**src/rtl/chao_trig_ctrl_if.sv**
```systemverilog
// Sensor-side signal bundle for the ultrasonic trigger/echo sequencer.
// Latency: none (wires only).
// Backpressure: none; all signals are levels or single-cycle pulses.
//
// Signals:
//   enable    - level, 1 = run measurements continuously (driver -> controller)
//   echo      - raw sensor echo, asynchronous to clk       (driver -> controller)
//   trig      - registered sensor trigger                   (controller -> driver)
//   echo_sync - echo after the 2-FF synchroniser            (controller -> driver)
//   busy      - 1 whenever the sequencer is not idle        (controller -> driver)
//   meas_done - 1-cycle pulse on a valid echo falling edge  (controller -> driver)
//   timeout   - 1-cycle pulse on rise or echo-high timeout  (controller -> driver)
interface chao_trig_ctrl_if;
  logic enable;
  logic echo;
  logic trig;
  logic echo_sync;
  logic busy;
  logic meas_done;
  logic timeout;

  // master: whoever drives enable/echo and consumes the status (bench or sensor wrapper)
  modport master (
    output enable,
    output echo,
    input  trig,
    input  echo_sync,
    input  busy,
    input  meas_done,
    input  timeout
  );

  // slave: the trigger/echo sequencer itself
  modport slave (
    input  enable,
    input  echo,
    output trig,
    output echo_sync,
    output busy,
    output meas_done,
    output timeout
  );
endinterface

```
**src/rtl/chao_trig_ctrl.sv**
```systemverilog
// Ultrasonic ranging sequencer: periodic trig pulse, echo synchroniser, phase FSM.
// Latency: all outputs registered; echo_sync lags echo by 2 cycles, meas_done by 3.
// Backpressure: none; measurements free-run at PERIOD_CYCLES spacing while enable=1.
//
// Ports:
//   clk   - system clock
//   rst_n - synchronous active-low reset
//   bus   - chao_trig_ctrl_if.slave: enable/echo in; trig, echo_sync, busy,
//           meas_done, timeout out
module chao_trig_ctrl #(
  parameter int unsigned TRIG_CYCLES   = 500,
  parameter int unsigned RISE_TIMEOUT  = 1_500_000,
  parameter int unsigned ECHO_MAX      = 1_250_000,
  parameter int unsigned PERIOD_CYCLES = 3_000_000,
  parameter int unsigned CNT_W         = 22
) (
  input  logic             clk,
  input  logic             rst_n,
  chao_trig_ctrl_if.slave  bus
);

  typedef enum logic [2:0] {
    IDLE      = 3'd0,
    TRIG      = 3'd1,
    WAIT_RISE = 3'd2,
    WAIT_FALL = 3'd3,
    HOLDOFF   = 3'd4
  } state_t;

  // Terminal counts: each phase ends on the cycle its counter reaches N-1.
  localparam logic [CNT_W-1:0] TRIG_LAST   = CNT_W'(TRIG_CYCLES - 1);
  localparam logic [CNT_W-1:0] RISE_LAST   = CNT_W'(RISE_TIMEOUT - 1);
  localparam logic [CNT_W-1:0] ECHO_LAST   = CNT_W'(ECHO_MAX - 1);
  localparam logic [CNT_W-1:0] PERIOD_LAST = CNT_W'(PERIOD_CYCLES - 1);

  state_t           state_q, state_d;
  logic [CNT_W-1:0] ccnt_q, ccnt_d;   // cycles spent in the current phase
  logic [CNT_W-1:0] pcnt_q, pcnt_d;   // cycles since the last trig rising edge
  logic             s1_q, s2_q, s3_q; // echo synchroniser + edge-detect stage
  logic             trig_q, trig_d;
  logic             busy_q, busy_d;
  logic             done_q, done_d;
  logic             tout_q, tout_d;
  logic             rise, fall;

  // s1/s2 form the synchroniser proper; s3 only delays s2 for edge detection,
  // so nothing downstream of echo is combinational.
  assign rise = s2_q & ~s3_q;
  assign fall = ~s2_q & s3_q;

  // Next-state and pulse decode. Edge checks come before limit checks so a
  // real edge landing on the last allowed cycle wins over the timeout.
  always_comb begin
    state_d = state_q;
    done_d  = 1'b0;
    tout_d  = 1'b0;
    case (state_q)
      IDLE: begin
        if (bus.enable) state_d = TRIG;
      end
      TRIG: begin
        // echo edges are deliberately ignored while the sensor is being fired
        if (ccnt_q == TRIG_LAST) state_d = WAIT_RISE;
      end
      WAIT_RISE: begin
        // only a rise edge counts: an echo already high on entry is stale
        if (rise) begin
          state_d = WAIT_FALL;
        end else if (ccnt_q == RISE_LAST) begin
          tout_d  = 1'b1;
          state_d = HOLDOFF;
        end
      end
      WAIT_FALL: begin
        if (fall) begin
          done_d  = 1'b1;
          state_d = HOLDOFF;
        end else if (ccnt_q == ECHO_LAST) begin
          tout_d  = 1'b1;
          state_d = HOLDOFF;
        end
      end
      HOLDOFF: begin
        // >= lets a measurement that already used up the period leave at once
        if (pcnt_q >= PERIOD_LAST) state_d = bus.enable ? TRIG : IDLE;
      end
      default: begin
        state_d = IDLE;
      end
    endcase
  end

  // Counters and registered outputs derived from the next state, so trig and
  // busy line up exactly with the state they describe.
  always_comb begin
    ccnt_d = (state_d != state_q) ? '0
           : (&ccnt_q)            ? ccnt_q
           :                        ccnt_q + CNT_W'(1);
    // pcnt restarts on every TRIG entry (including HOLDOFF -> TRIG) and
    // saturates so a long idle stretch never wraps it.
    pcnt_d = (state_d == TRIG && state_q != TRIG) ? '0
           : (&pcnt_q)                            ? pcnt_q
           :                                        pcnt_q + CNT_W'(1);
    trig_d = (state_d == TRIG);
    busy_d = (state_d != IDLE);
  end

  always_ff @(posedge clk) begin
    if (!rst_n) begin
      state_q <= IDLE;
      ccnt_q  <= '0;
      pcnt_q  <= '0;
      s1_q    <= 1'b0;
      s2_q    <= 1'b0;
      s3_q    <= 1'b0;
      trig_q  <= 1'b0;
      busy_q  <= 1'b0;
      done_q  <= 1'b0;
      tout_q  <= 1'b0;
    end else begin
      state_q <= state_d;
      ccnt_q  <= ccnt_d;
      pcnt_q  <= pcnt_d;
      s1_q    <= bus.echo;
      s2_q    <= s1_q;
      s3_q    <= s2_q;
      trig_q  <= trig_d;
      busy_q  <= busy_d;
      done_q  <= done_d;
      tout_q  <= tout_d;
    end
  end

  assign bus.trig      = trig_q;
  assign bus.echo_sync = s2_q;
  assign bus.busy      = busy_q;
  assign bus.meas_done = done_q;
  assign bus.timeout   = tout_q;

endmodule

```
**src/flat_wrapper.sv**
```systemverilog
// flat-port wrapper written by rule: the top's interface ports become plain ports
module chao_trig_ctrl_flat 
#(
  parameter int unsigned TRIG_CYCLES   = 500,
  parameter int unsigned RISE_TIMEOUT  = 1_500_000,
  parameter int unsigned ECHO_MAX      = 1_250_000,
  parameter int unsigned PERIOD_CYCLES = 3_000_000,
  parameter int unsigned CNT_W         = 22
)
  (clk, rst_n, bus_enable, bus_echo, bus_trig, bus_echo_sync, bus_busy, bus_meas_done, bus_timeout);
  chao_trig_ctrl_if bus_i ();
  input  logic clk;
  input  logic rst_n;
  input wire logic [$bits(bus_i.enable)-1:0] bus_enable;
  input wire logic [$bits(bus_i.echo)-1:0] bus_echo;
  output wire logic [$bits(bus_i.trig)-1:0] bus_trig;
  output wire logic [$bits(bus_i.echo_sync)-1:0] bus_echo_sync;
  output wire logic [$bits(bus_i.busy)-1:0] bus_busy;
  output wire logic [$bits(bus_i.meas_done)-1:0] bus_meas_done;
  output wire logic [$bits(bus_i.timeout)-1:0] bus_timeout;
  assign bus_i.enable = bus_enable;
  assign bus_i.echo = bus_echo;
  assign bus_trig = bus_i.trig;
  assign bus_echo_sync = bus_i.echo_sync;
  assign bus_busy = bus_i.busy;
  assign bus_meas_done = bus_i.meas_done;
  assign bus_timeout = bus_i.timeout;
  chao_trig_ctrl #(.TRIG_CYCLES(TRIG_CYCLES), .RISE_TIMEOUT(RISE_TIMEOUT), .ECHO_MAX(ECHO_MAX), .PERIOD_CYCLES(PERIOD_CYCLES), .CNT_W(CNT_W)) u_core (.clk(clk), .rst_n(rst_n), .bus(bus_i));
endmodule
```
**config.mk**
```make
export PLATFORM = sky130hd
export DESIGN_NAME = chao_trig_ctrl_flat
export DESIGN_NICKNAME = d
export VERILOG_FILES = /design/src/rtl/chao_trig_ctrl_if.sv /design/src/rtl/chao_trig_ctrl.sv /design/src/flat_wrapper.sv
export SDC_FILE = /design/constraint.sdc
export NUM_CORES = 1
export LEC_CHECK = 0
export ABC_AREA = 1
export BUFFER_PORTS_ARGS = -buffer_cell sky130_fd_sc_hd__buf_2
export CAP_MARGIN = 30
export CORE_MARGIN = 3
export CORE_UTILIZATION = 38
export CTS_CLUSTER_SIZE = 40
export DETAILED_ROUTE_END_ITERATION = 10
export GPL_TIMING_DRIVEN = 0
export PLACE_DENSITY_LB_ADDON = 0.3
export REMOVE_ABC_BUFFERS = 1
export SYNTH_ARGS = -nofsm -noshare
export SYNTH_HDL_FRONTEND = slang
export SYNTH_SLANG_ARGS = --single-unit
```
**constraint.sdc**
```tcl
create_clock -name clk -period 1.8 [get_ports clk]
set_input_delay 0.18 -clock clk [delete_from_list [all_inputs] [get_ports clk]]
set_output_delay 0.18 -clock clk [all_outputs]
set_load 0.02 [all_outputs]
```
==> summary.txt <==
Critical path
  – Launching element type of the critical path: flop
  – Highest-delay cell along the critical path: dfxtp_2
  – Count of buffer and inverter cells on the critical path: 6
  – Highest fanout seen on the critical path: 5
  – Cell family with the largest share of critical-path delay: simple AND/OR/NAND/NOR gates
  – Cells along the critical path: ha_4 -> inv_4 -> nor2_4 -> nand4_1 -> nor2_2 -> nor2_4 -> nor2_4 -> buf_4 -> buf_4 -> buf_4 -> buf_4 -> buf_4 -> a21oi_1
  – Max incr delay on CP: 360 ps
  – Critical Path End Type: flop
  – Classification of the worst setup path: flop to flop
  – CP required: 2000 ps
  – Cell mode on critical path: buf_4
  – Data arrival time of the worst path: 2070 ps

Yosys
  – Gate count of the mapped netlist: 500
  – Synth Register Bits: 54
  – Largest area contributor in the synthesized netlist: dfxtp_1
  – Most used flip-flop cell after synthesis: dfxtp_1
  – Area contributors post-synth: dfxtp_1, nor2_1, nand2_1
  – Synthesized area per cell: 6.49 sq um
  – Total of warnings raised by yosys: 0
  – Ranking of synthesized cells by instance count: nor2_1, nand2_1, inv_1
  – Post-synth EDFFs: 0
  – Sequential element share of the synthesized area: 33.3%
  – Fraction of registers with async set or reset after synthesis: 0%
  – Cell area after synthesis: 0.00325 sq mm
  – Most common cell in the synthesized netlist: nor2_1
  – Area fraction of the dominant cell type after synthesis: 33.3%
  – Post-synth cell types: 26

Drt
  – Detailed-routing iteration count for the pre-antenna-repair pass: 5
  – Post-DR vias/cell: 5.00
  – Per-cell routed wire length: 13.1 microns
  – Post-DRT Antenna Nets: 0
  – Drt first-iter violations: 126
  – Via count: 3191
  – Number of design rule violations left after detail routing: 0
  – Overall routed net length: 8380 microns

STA
  – Maximum clock rate: 533 MHz
  – Final hold violation count: 0
  – Worst clock skew on the final layout: 5.39 ps
  – Fin. max-slew vios: 0
  – Slew @ Worst Pin: 683 ps
  – Period utilization: 104%
  – Final-report setup violation count: 45
  – Final WS setup: -75.5 ps
  – Setup repair after global routing missed its margin: yes
  – Final period demand of the worst path: 1880 ps
  – Headroom to the max-slew limit: 54.1%

Clocking
  – Clock-pin slew on the worst setup and hold paths: 100 ps
  – H-Tree Level Count: 2
  – Clock Root Buffer: clkbuf_8
  – CTS Hold Buffers Added: 0
  – Number of clock sinks: 54
  – Worst-Skew Late Latency: 310 ps
  – Number of buffers on the longest clock path: 2
  – Number of clock buffers inserted by TritonCTS: 5
  – CTS tree: done

Global route
  – Antenna violations before repair: 0
  – Global-route usage over all layers: 17.6%
  – Total congestion overflow after global routing: 0
  – Pin count of the biggest net entering global routing: 20
  – First-pass GRT wire length: 14000 microns
  – Via count of the first global-routing pass: 3027

Placed design
  – HPWL Detailed: 5510 microns
  – Final weighted congestion in routability-driven placement: 0.904
  – Port Buffers: 8
  – Placed standard-cell area: 0.00335 sq mm

Finish
  – Fill cell total of the finished layout: 848
  – Ratio of cells with drive above 1 in the final layout: 22.9%
  – Number of antenna cells inserted: 0
  – Post-route cell area: 0.00390 sq mm
  – Area growth from synthesis to final layout: 20.2%
  – Number of nets at the end of the flow: 538

Floorplanning
  – Die Outline Area: 0.00969 sq mm
  – Num rows: 33
  – Placeable core region: 0.00826 sq mm
  – Starting utilization of the core area: 39.3%
  – Horizontal extent of the die: 98.4 microns
  – Ports placed on the boundary: 9
  – Die extent in y: 98.4 microns

Power and ir drop
  – Total Power Consumption: 2270 uW
  – PD cells: 583 mW/mm^2
  – Pleak: 0.00157 uW
  – Max rail drop VDD: 0.000349 V

Flow run
  – Maximum capacitance violations: 0

Run status
  – Run status: complete, but fails checks
  – Failing checks: setup timing

Worst hold path
  – Kind of path behind the tightest hold check: input pin to flop
[layout by cell type, fill, tap and decap left out, types with 2 or more instances in the layout]
cell / n
o21ai_0: 4
xnor2_1: 6
nand3_2: 3
nand3_4: 6
nand2_1: 83
dfxtp_2: 13
nand4_1: 17
nor4_1: 8
nor2_1: 114
a21oi_1: 6
nor2_4: 3
nand2_4: 7
dfxtp_1: 36
clkbuf_8: 5
nor2_2: 32
xor2_1: 30
nand3_1: 28
nor3_1: 17
inv_2: 2
nand2_2: 6
buf_2: 8
buf_4: 16
clkinv_2: 2
dfxtp_4: 5
inv_1: 58
or2_2: 2
clkinv_4: 2
[worst register-to-register path, delay by kind of cell, from the launching register on]
family,cells,cell delay (ps)
buffers and inverters,6,500
adders and majority gates,1,200
and+or+nand+nor,5,640
AOI/OAI and AO/OA,1,50
DFF,1,360
[per-stage QoR]
stage | utilization, % | worst slack (ps) | setup TNS [ps] | cells | hold WS (ps)
after floorplan | - | -211 | -4930 | 493 | 273
after global placement | 40.6 | -718 | -25460 | 606 | 376
after detailed placement | 40.6 | -787 | -27240 | 606 | 374
after CTS | 45.9 | -61.0 | -1650 | 633 | 45.6
after global routing | 47.2 | -184 | -7130 | 638 | 65.3
final | 47.2 | -75.5 | -1550 | 638 | 50.1
[layer usage]
| metal | GRT usage (%) | vias to the layer above | wire length [microns] |
|---|---|---|---|
| li1 | - | 1639 | - |
| met1 | 22.6 | 1455 | 3780 |
| met2 | 30.2 | 79 | 4050 |
| met3 | 2.34 | 18 | 386 |
| met4 | 6.09 | 0 | 165 |
| met5 | 0 | - | 0 |
[kinds of logic (layout without fill, tap and decap cells)]
logic type / Yosys count / count (layout) / share of synthesized area, %
DFF: 54 / 54 / 33.3
adders and majority gates: 2 / 2 / 0.771
xor gates and xnor gates: 36 / 36 / 9.71
AOI/OAI and AO/OA: 14 / 14 / 2.24
and+or+nand+nor: 323 / 329 / 44.6
buffers and inverters: 71 / 98 / 9.37
[report_power, final]
part	switching (uW)	internal, uW
combinational	152	93.8
sequential	12.8	1210
clock	398	410
total	563	1710
[final cells by class]
class                   count  area [sq um]  area share, %
clock buffers               5          68.8           1.76
clock inverters             3          40.0           1.03
inverters                  64           253           6.48
multi-input cells         381          2100           53.8
flip-flops and latches     54          1120           28.6
well taps                 105           131           3.37
repair buffers             26           191           4.91
[flip-flops by register name (all words and copies together), names as in the netlist]
| signal | flops |
|---|---|
| u_core.bus.busy | 1 |
| u_core.bus.echo_sync | 1 |
| u_core.bus.meas_done | 1 |
| u_core.bus.timeout | 1 |
| u_core.bus.trig | 1 |
| u_core.ccnt_q | 22 |
| u_core.pcnt_q | 22 |
| u_core.s1_q | 1 |
| u_core.s3_q | 1 |
| u_core.state_q | 3 |
[timing repair]
| item | CTS | global route |
|---|---|---|
| pin swaps | 17 | 12 |
| endpoints found under the setup margin | 47 | 46 |
| setup buffers | 13 | 5 |
| gates cloned | 6 | 0 |
| resized for setup | 50 | 25 |
[path summary, 6_finish.rpt]
kind	startpoint	to	slack (ps)	cells past startpoint
min reg2reg	u_core.s1_q	u_core.bus.echo_sync	430	2
max reg2reg	u_core.ccnt_q[1]	u_core.state_q[0]	-80	13
min	bus_echo	u_core.s1_q	50	3
max	u_core.ccnt_q[1]	u_core.state_q[0]	-80	13
No activity file was read; power rests on OpenSTA's default activity.
